### src/rtl/mult_share_pkg.sv
// -----------------------------------------------------------------------------
// mult_share_pkg
// Shared types and constants for the multiplier-sharing controller.
//   - state_e      : sequencer states
//   - DEF_MBITS/NBITS : default operand widths of the shared Booth multiplier
//   - TIMEOUT_CYC  : WAIT_DONE cycle budget for the default multiplier width
//   - clog2()      : elaboration-time ceil(log2), minimum 1
// -----------------------------------------------------------------------------
package mult_share_pkg;

  localparam int DEF_MBITS = 16;
  localparam int DEF_NBITS = 16;

  typedef enum logic [1:0] {
    IDLE      = 2'd0,
    START     = 2'd1,
    WAIT_BUSY = 2'd2,
    WAIT_DONE = 2'd3
  } state_e;

  function automatic int clog2(input int n);
    int r;
    r = 0;
    while ((1 << r) < n) r = r + 1;
    return (r < 1) ? 1 : r;
  endfunction

  // A healthy multiply finishes in about NBITS cycles; the extra 8 cycles
  // give margin before declaring the multiplier stuck.
  function automatic int timeout_cyc(input int nbits);
    return nbits + 8;
  endfunction

  localparam int TIMEOUT_CYC = timeout_cyc(DEF_NBITS);

endpackage

### src/rtl/mult_rr_pick.sv
// -----------------------------------------------------------------------------
// mult_rr_pick
// Combinational round-robin picker. Searches req starting one above ptr and
// wrapping around, so the requester granted last has the lowest priority.
// Ports:
//   req         in  NREQ  pending requests
//   ptr         in  IDW   index granted last time
//   grant_valid out 1     some request is pending
//   grant_id    out IDW   index of the winning request
// -----------------------------------------------------------------------------
module mult_rr_pick #(
  parameter int NREQ = 4,
  parameter int IDW  = 2
) (
  input  logic [NREQ-1:0] req,
  input  logic [IDW-1:0]  ptr,
  output logic            grant_valid,
  output logic [IDW-1:0]  grant_id
);

  logic [IDW-1:0] idx;

  // Walk from the farthest candidate (ptr itself) to the nearest (ptr+1);
  // the last hit written is therefore the highest-priority one.
  always_comb begin
    // NOTE: every combinational output gets a default first so no path
    // leaves it unassigned, which would otherwise infer a latch.
    grant_valid = 1'b0;
    grant_id    = '0;
    idx         = '0;
    for (int i = NREQ; i >= 1; i--) begin
      idx = IDW'((int'(ptr) + i) % NREQ);
      if (req[idx]) begin
        grant_valid = 1'b1;
        grant_id    = idx;
      end
    end
  end

endmodule

### src/rtl/mult_share_ctrl.sv
// -----------------------------------------------------------------------------
// mult_share_ctrl
// Shares one sequential signed Booth multiplier among NREQ requesters.
// Grants round-robin, registers the winner's operands and holds them for the
// whole multiply, pulses start, waits for busy to fall and returns the upper
// product half tagged with the requester id.
// Optional feature: define MULT_SHARE_TIMEOUT_EN to abort a multiply whose
// busy flag stays high too long (result forced to 0, err pulsed).
// Ports:
//   wClk, rst            clock, synchronous active-high reset
//   req                  per-requester request, held until ack
//   mpd_flat, mpr_flat   packed operands, slice i belongs to req[i]
//   ack                  one-cycle pulse: operands of requester i captured
//   result_valid         one-cycle pulse: result belongs to requester i
//   result, result_id    last product (upper half) and its requester id
//   mult_start/xMpd/mpr  registered drive to the multiplier
//   mult_busy, mult_prod status/product from the multiplier
//   idle                 high while in IDLE
//   err                  timeout pulse (constant 0 without the feature)
// -----------------------------------------------------------------------------
module mult_share_ctrl
  import mult_share_pkg::*;
#(
  parameter int NREQ  = 4,
  parameter int MBITS = DEF_MBITS,
  parameter int NBITS = DEF_NBITS,
  parameter int IDW   = clog2(NREQ)
) (
  input  logic                  wClk,
  input  logic                  rst,
  input  logic [NREQ-1:0]       req,
  input  logic [NREQ*MBITS-1:0] mpd_flat,
  input  logic [NREQ*NBITS-1:0] mpr_flat,
  output logic [NREQ-1:0]       ack,
  output logic [NREQ-1:0]       result_valid,
  output logic [MBITS-1:0]      result,
  output logic [IDW-1:0]        result_id,
  output logic                  mult_start,
  output logic [MBITS-1:0]      mult_xMpd,
  output logic [NBITS-1:0]      mult_mpr,
  input  logic                  mult_busy,
  input  logic [MBITS-1:0]      mult_prod,
  output logic                  idle,
  output logic                  err
);

  state_e            state_q, state_d;
  logic [IDW-1:0]    ptr_q, ptr_d;
  logic [NREQ-1:0]   ack_q, ack_d;
  logic [NREQ-1:0]   rvalid_q, rvalid_d;
  logic [MBITS-1:0]  result_q, result_d;
  logic [IDW-1:0]    rid_q, rid_d;
  logic              start_q, start_d;
  logic [MBITS-1:0]  xmpd_q, xmpd_d;
  logic [NBITS-1:0]  mpr_q, mpr_d;
  logic              idle_q, idle_d;

  logic              grant_valid;
  logic [IDW-1:0]    grant_id;

`ifdef MULT_SHARE_TIMEOUT_EN
  localparam int TO_CYC = timeout_cyc(NBITS);
  localparam int CW     = clog2(TO_CYC);
  logic [CW-1:0]     cnt_q, cnt_d;
  logic              err_q, err_d;
`endif

  mult_rr_pick #(
    .NREQ (NREQ),
    .IDW  (IDW)
  ) u_pick (
    .req         (req),
    .ptr         (ptr_q),
    .grant_valid (grant_valid),
    .grant_id    (grant_id)
  );

  always_comb begin
    state_d  = state_q;
    ptr_d    = ptr_q;
    ack_d    = '0;
    rvalid_d = '0;
    start_d  = 1'b0;
    result_d = result_q;
    rid_d    = rid_q;
    xmpd_d   = xmpd_q;
    mpr_d    = mpr_q;
`ifdef MULT_SHARE_TIMEOUT_EN
    cnt_d    = '0;
    err_d    = 1'b0;
`endif
    // ptr_q doubles as the id of the in-flight requester from grant to result.
    unique case (state_q)
      IDLE: begin
        if (grant_valid) begin
          xmpd_d         = mpd_flat[grant_id*MBITS +: MBITS];
          mpr_d          = mpr_flat[grant_id*NBITS +: NBITS];
          ptr_d          = grant_id;
          ack_d[grant_id] = 1'b1;
          start_d        = 1'b1;
          state_d        = START;
        end
      end
      START:     state_d = WAIT_BUSY;
      // busy is not yet trustworthy here; the multiplier raises it this cycle.
      WAIT_BUSY: state_d = WAIT_DONE;
      WAIT_DONE: begin
        if (!mult_busy) begin
          result_d        = mult_prod;
          rid_d           = ptr_q;
          rvalid_d[ptr_q] = 1'b1;
          state_d         = IDLE;
        end
`ifdef MULT_SHARE_TIMEOUT_EN
        else if (cnt_q == CW'(TO_CYC - 1)) begin
          result_d        = '0;
          rid_d           = ptr_q;
          rvalid_d[ptr_q] = 1'b1;
          err_d           = 1'b1;
          state_d         = IDLE;
        end else begin
          cnt_d = cnt_q + 1'b1;
        end
`endif
      end
      default: state_d = IDLE;
    endcase
    idle_d = (state_d == IDLE);
  end

  always_ff @(posedge wClk) begin
    // NOTE: sequential state uses non-blocking assignments so every flop
    // samples pre-edge values, independent of statement order.
    if (rst) begin
      state_q  <= IDLE;
      ptr_q    <= IDW'(NREQ - 1);
      ack_q    <= '0;
      rvalid_q <= '0;
      result_q <= '0;
      rid_q    <= '0;
      start_q  <= 1'b0;
      xmpd_q   <= '0;
      mpr_q    <= '0;
      idle_q   <= 1'b1;
`ifdef MULT_SHARE_TIMEOUT_EN
      cnt_q    <= '0;
      err_q    <= 1'b0;
`endif
    end else begin
      state_q  <= state_d;
      ptr_q    <= ptr_d;
      ack_q    <= ack_d;
      rvalid_q <= rvalid_d;
      result_q <= result_d;
      rid_q    <= rid_d;
      start_q  <= start_d;
      xmpd_q   <= xmpd_d;
      mpr_q    <= mpr_d;
      idle_q   <= idle_d;
`ifdef MULT_SHARE_TIMEOUT_EN
      cnt_q    <= cnt_d;
      err_q    <= err_d;
`endif
    end
  end

  assign ack          = ack_q;
  assign result_valid = rvalid_q;
  assign result       = result_q;
  assign result_id    = rid_q;
  assign mult_start   = start_q;
  assign mult_xMpd    = xmpd_q;
  assign mult_mpr     = mpr_q;
  assign idle         = idle_q;
`ifdef MULT_SHARE_TIMEOUT_EN
  assign err          = err_q;
`else
  assign err          = 1'b0;
`endif

endmodule

### config.mk
export PLATFORM = sky130hd
export DESIGN_NAME = mult_share_ctrl
export DESIGN_NICKNAME = d
export VERILOG_FILES = /design/src/rtl/mult_share_pkg.sv /design/src/rtl/mult_rr_pick.sv /design/src/rtl/mult_share_ctrl.sv
export SDC_FILE = /design/constraint.sdc
export NUM_CORES = 1
export LEC_CHECK = 0
export BUFFER_PORTS_ARGS = -buffer_cell sky130_fd_sc_hd__buf_2
export CAP_MARGIN = 20
export CORE_AREA = 3 3 92 94
export DETAILED_ROUTE_END_ITERATION = 6
export DIE_AREA = 0 0 95 97
export HOLD_SLACK_MARGIN = 0.12
export PLACE_DENSITY = 0.88
export SLEW_MARGIN = 25
export SYNTH_ARGS = -nofsm -noshare
export SYNTH_HDL_FRONTEND = slang
export SYNTH_SLANG_ARGS = --single-unit
### constraint.sdc
create_clock -name wClk -period 5.4 [get_ports wClk]
set_clock_uncertainty 0.2 [all_clocks]
set_input_delay 0.54 -clock wClk [delete_from_list [all_inputs] [get_ports wClk]]
set_output_delay 0.54 -clock wClk [all_outputs]
set_load 0.01 [all_outputs]
==> results of run 1 <==
-- through the flow --
| step | worst slack, ns | cell area [µm²] | hold slack [ns] | total power [µW] | std cells |
|---|---|---|---|---|---|
| finish | 1.68 | 4800 | 0.215 | 1840 | 667 |
| global route | 1.38 | 4800 | 0.192 | 1950 | 667 |
| floorplan | 3.04 | 3570 | 0.283 | 1190 | 379 |
| detailed placement | 1.43 | 4570 | 0.241 | 1390 | 651 |
| CTS | 1.42 | 4790 | 0.198 | 1840 | 667 |
| global placement | 1.71 | 4570 | 0.231 | 1360 | 651 |
-- state kept, by name, summed over array words and instances (netlist names) --
register and count:
idle 1, result_id 2, mult_start 1, mult_mpr 16
result 16, state_q 2, result_valid 4, mult_xMpd 16
ack 4, ptr_q 2
-- per-layer routing --
metal	vias to the layer above	track usage (%)	wire length, µm
met5	-	0	0
met4	0	12.3	415
met3	39	4.59	1020
met2	219	43.5	5790
met1	1768	28.2	4470
li1	1862	-	-
-- cell usage after synthesis --
cell and instances:
or2b_2 1, o311ai_2 1, a21oi_1 2, and2_1 4, ha_1 4, or2_1 1, o21ai_0 1, a22o_1 18
nor2b_1 2, buf_2 15, clkbuf_2 1, o31ai_1 33, nor2_1 7, a2111oi_1 9, buf_6 9, o21ai_1 1
nor3_1 4, o21a_1 3, a221oi_4 1, conb_1 1, a221oi_1 32, mux2_1 1, buf_4 2, clkbuf_1 19
a221o_2 1, inv_1 6, and3_1 66, a2111oi_2 20, nand4b_1 1, a31oi_1 2, nand2_1 36, mux2i_1 2
dfxtp_1 64, a211o_1 4, a2111oi_0 3, nor4bb_1 1, buf_1 1
-- where the power goes --
part	switching [µW]	internal [µW]
sequential	51.4	552
clock	194	260
combinational	455	325
-- worst max path at each step --
| stage | start | end | slack (ns) | depth (start not counted) |
|---|---|---|---|---|
| final | ptr_q[0]$_SDFFE_PP1P_ | mult_mpr[2]$_SDFFE_PP0P_ | 1.68 | 8 |
| after global routing | ptr_q[0]$_SDFFE_PP1P_ | mult_mpr[2]$_SDFFE_PP0P_ | 1.38 | 8 |
| after CTS | ptr_q[0]$_SDFFE_PP1P_ | mult_mpr[2]$_SDFFE_PP0P_ | 1.42 | 8 |
| after detailed placement | ptr_q[0]$_SDFFE_PP1P_ | mult_mpr[2]$_SDFFE_PP0P_ | 1.43 | 8 |
| after global placement | ptr_q[0]$_SDFFE_PP1P_ | mult_mpr[2]$_SDFFE_PP0P_ | 1.71 | 8 |
| after floorplan | ptr_q[0]$_SDFFE_PP1P_ | mult_mpr[12]$_SDFFE_PP0P_ | 3.04 | 8 |
-- kinds of logic (layout without fill, tap and decap cells) --
| logic type | Yosys count | after routing |
|---|---|---|
| AOI/OAI and AO/OA | 131 | 131 |
| adders and majority gates | 4 | 4 |
| buffers and inverters | 53 | 239 |
| DFF | 64 | 64 |
| muxes | 3 | 3 |
| other | 1 | 1 |
| and+or+nand+nor | 123 | 123 |
-- cell type report --
cell class	instances	area (µm²)	area share [%]
Multi-Input combinational cell	262	2040	42.6
Clock buffer	9	124	2.58
Inverter	6	22.5	0.469
Timing Repair Buffer	217	1100	23.0
Tap cell	102	128	2.66
Sequential cell	64	1280	26.7
Clock inverter	7	96.3	2.01
-- cell usage in the layout, fill, tap and decap left out, drive strengths merged, types with 2 or more instances in the layout --
cell	count
buf	217
and3	66
dfxtp	64
nand2	36
o31ai	33
a221oi	33
a2111oi	32
a22o	18
clkbuf	9
nor2	7
inv	6
clkinv	5
a211o	4
nor3	4
and2	4
ha	4
o21a	3
mux2i	2
a21oi	2
bufinv	2
nor2b	2
o21ai	2
a31oi	2
==> impl_metrics.ini, run 1 <==
[clock_network]
cts-root-buf = clkbuf_8
cts_max_path_buffers = 2
cts_tree = yes
cts_setup_buffers = 0
cts_hold_buf = 0
clk_pin_slew_worst_paths_ns = 0.07
ctsHtreeMaxLevel = 3
cts_made_buffers = 9
clock-sinks = 64
clk_latency_ns = 0.34
ctsResizeCount = 0

[finish]
n_antenna_cell = 0
fill_cells = 682
final_util_pct = 62.1
drive_gt1_share_pct = 46.7
finalNetCount = 715
area_growth_pct = 34.3

[timing]
fin_crit_ns = 3.72
rsz0062_at_grt = no
setup_viol = 0
slew_viol_final = 0
slew_headroom_pct = 32.7
finalHoldViolations = 0
tns_ns = 0
finalCritPeriodShare_pct = 68.9
worst_pin_slew_ns = 1.01
max_freq_mhz = 269

[place]
gp_congestion = 0.938
place_hpwl_mm = 8.42
portBuffers = 210

[synth]
synth_xor_area_share_pct = 0
synth_top_area_cell = dfxtp_1
synth.area.mux_share_pct = 0.876
syn_area_per_cell_um2 = 9.43
ys_warn_count = 0
yosysSeqAreaShare_pct = 35.9
yosys.area_share.simple_pct = 18.6
synth_cell_types = 37
ys_ff_latch = 64
synth.net_count = 534
synth_area_leaders = dfxtp_1, and3_1, a2111oi_2
synthAdderAreaFrac_pct = 1.40
synth_top_family_by_area = compound AO/OA/AOI/OAI gates
netlist_area_um2 = 3570
synth-compound-area-share_pct = 34.9
synth_cells = 379
synth_top_cell_area_share_pct = 35.9

[global_routing]
grt_max_degree = 66
grt.total_usage_pct = 24.8
grt_overflow = 0
grt_pass1_vias = 3939
grt_first_pass_wirelength_mm = 18.3
antenna_found_initial = 0

[hold_path]
min_path_cells = 2
whs_endpoint = result[1]$_SDFFE_PP0P_
hold_class = input port to register
min_from = mult_prod[1]

[setup_path]
cp_cell_sequence = inv_1 -> ha_1 -> a211o_1 -> buf_4 -> nand2_4 -> buf_4 -> a2111oi_0 -> o31ai_1
critPathMostFrequentCell = buf_4
criticalPathCategory = register to register
startpoint_type = register
cp.required_ns = 5.39
timing.rr.start = ptr_q[0]$_SDFFE_PP1P_
cp_top_family = buffers and inverters
arrival_ns = 3.71
critPathSlowestCell = a2111oi_0
crit_fanout = 65
slowest_delay_ns = 0.59
rrSetupSlack_ns = 1.68
regToRegEndpoint = mult_mpr[2]$_SDFFE_PP0P_
end_kind = register
r2r.worst_path.cells = 8
crit_buf_inv = 3

[detailed_routing]
via_per_inst = 5.83
drc_errors = 0
drt_wl_total_mm = 11.7
detailroute.via_count = 3888
dr.pass1.iters = 5
ant_nets = 0
wire_per_inst_um = 17.5
drt_iter0_markers = 176

[floorplan]
start_util_pct = 46.2
core_area_um2 = 7730
num_rows = 32
io_pins = 212
die_h_um = 97
die-area_um2 = 9220
die_w_um = 95

[power_and_ir_drop]
power_density_nw_per_um2 = 383
max-vdd-ir-drop_uv = 154
leakagePower_uw = 0.00243

[outcome]
status = complete, no violations

[run]
drv_cap = 0
(Power assumes the default switching activity.)
==> run 2, diff against run 1 <==
CORE_AREA = 3 3 99 101   (was 3 3 92 94)
DIE_AREA = 0 0 102 104   (was 0 0 95 97)
PLACE_DENSITY = 0.81   (was 0.88)
clock period = 3.1 ns   (was 5.4 ns; I/O delays follow)
==> impl_metrics.ini, run 2 (synthesized netlist as in run 1, its figures left out) <==
[outcome]
status = complete, no violations

[setup_path]
slowest_delay_ns = 0.64
arrival_ns = 2.90
critPathSlowestCell = a221o_4
crit_fanout = 33
criticalPathCategory = register to register
cp.required_ns = 3.10
end_kind = register
startpoint_type = register
cp_cell_sequence = inv_1 -> ha_1 -> nand2_1 -> a221o_4 -> a2111oi_0 -> o31ai_1

[clock_network]
ctsHtreeMaxLevel = 3
cts-root-buf = clkbuf_8
clk_pin_slew_worst_paths_ns = 0.07
cts_tree = yes
cts_max_path_buffers = 2
clock-sinks = 64
cts_setup_buffers = 0
clk_latency_ns = 0.33
cts_made_buffers = 9

[timing]
fin_crit_ns = 2.89
setup_viol = 0
slew_headroom_pct = 64.1
tns_ns = 0
finalHoldViolations = 0
worst_pin_slew_ns = 0.539
finalCritPeriodShare_pct = 93.3
slew_viol_final = 0
setup_ws_ns = 0.208
rsz0062_at_grt = no
max_freq_mhz = 346

[detailed_routing]
detailroute.via_count = 4094
via_per_inst = 5.71
drt_iter0_markers = 201
drc_errors = 0
dr.pass1.iters = 5
drt_wl_total_mm = 12.7
ant_nets = 0
wire_per_inst_um = 17.7

[power_and_ir_drop]
total_power_uw = 3360
power_density_nw_per_um2 = 636
max-vdd-ir-drop_uv = 302
leakagePower_uw = 0.00262

[floorplan]
die_h_um = 104
die_w_um = 102
start_util_pct = 39.2
core_area_um2 = 9110
num_rows = 35
die-area_um2 = 10600
io_pins = 212

[global_routing]
grt.total_usage_pct = 22.7
grt_overflow = 0
antenna_found_initial = 0
grt_first_pass_wirelength_mm = 19.5
grt_max_degree = 70
grt_pass1_vias = 4132

[place]
place_ws_ns = 0.0965
place_hpwl_mm = 8.58
gp_congestion = 0.866
portBuffers = 210

[finish]
n_antenna_cell = 0
area_growth_pct = 47.7
drive_gt1_share_pct = 44.7
mostFrequentLayoutCell = buf_2
final_cell_mix = buf_2, and3_1, dfxtp_1, dlygate4sd3_1, nand2_1
finalNetCount = 756
final_util_pct = 57.9

[run]
drv_cap = 0

[hold_path]
hold_class = input port to register
==> run 2: cell types whose count changed in the layout (fill, tap and decap cells not counted), moves of 2 or more <==
cell           before  now
clkinv_2            2    0
clkinv_4            3    1
buf_12              0    2
clkbuf_8            9   11
inv_6               0    2
buf_4               7    9
dlygate4sd3_1       0   36
==> run 2: path summary, 6_finish.rpt <==
| kind | depth (start not counted) | slack [ns] | endpoint | from |
|---|---|---|---|---|
| max | 6 | 0.21 | mult_mpr[2]$_SDFFE_PP0P_ | ptr_q[1]$_SDFFE_PP1P_ |
| min | 3 | 0.13 | mult_mpr[11]$_SDFFE_PP0P_ | mpr_flat[27] |
| max reg2reg | 6 | 0.21 | mult_mpr[2]$_SDFFE_PP0P_ | ptr_q[1]$_SDFFE_PP1P_ |
| min reg2reg | 2 | 0.25 | mult_xMpd[15]$_SDFFE_PP0P_ | mult_xMpd[15]$_SDFFE_PP0P_ |
==> run 2: metrics by stage <==
stage,hold WS (ns),instance area [µm²],std cells
after floorplan,0.191,3570,379
after global placement,0.235,4640,664
after detailed placement,0.240,4640,664
after CTS,0.121,5240,716
after global routing,0.138,5280,717
final,0.132,5280,717
==> run 2: area by class of cell <==
class | count | area (µm²)
Tap cell | 111 | 139
Fill cell | 795 | 3830
Clock buffer | 11 | 151
Inverter | 6 | 22.5
Multi-Input combinational cell | 262 | 2060
Sequential cell | 64 | 1280
Clock inverter | 5 | 86.3
Timing Repair Buffer | 258 | 1530
==> run 2: repair_timing <==
| action | CTS | global route |
|---|---|---|
| endpoints found under the setup margin | 0 | 12 |
| hold buffers | 36 | 0 |
| resized for setup | 0 | 6 |
| hold endpoints to repair | 38 | 0 |
==> run 2: worst max-delay path, delay by kind of cell, from the launching register on <==
| family | cells | cell delay (ns) |
|---|---|---|
| buffers and inverters | 1 | 0.15 |
| adder cells (fa/ha/maj) | 1 | 0.49 |
| AO/OA/AOI/OAI | 3 | 1.25 |
| AND/OR/NAND/NOR | 1 | 0.19 |
| flip-flops | 1 | 0.45 |
==> run 2: routing by layer <==
layer  wire length, µm  GRT usage [%]
met5                 0              0
met4               352           8.06
met3              1150           6.04
met2              6400           40.8
met1              4780           25.1
==> run 2: power by group <==
part	internal, µW	leakage, µW	switching [µW]
Sequential	962	0.000524	86.6
Combinational	632	0.00198	824
Clock	504	0.000121	348
Total	2100	0.00262	1260
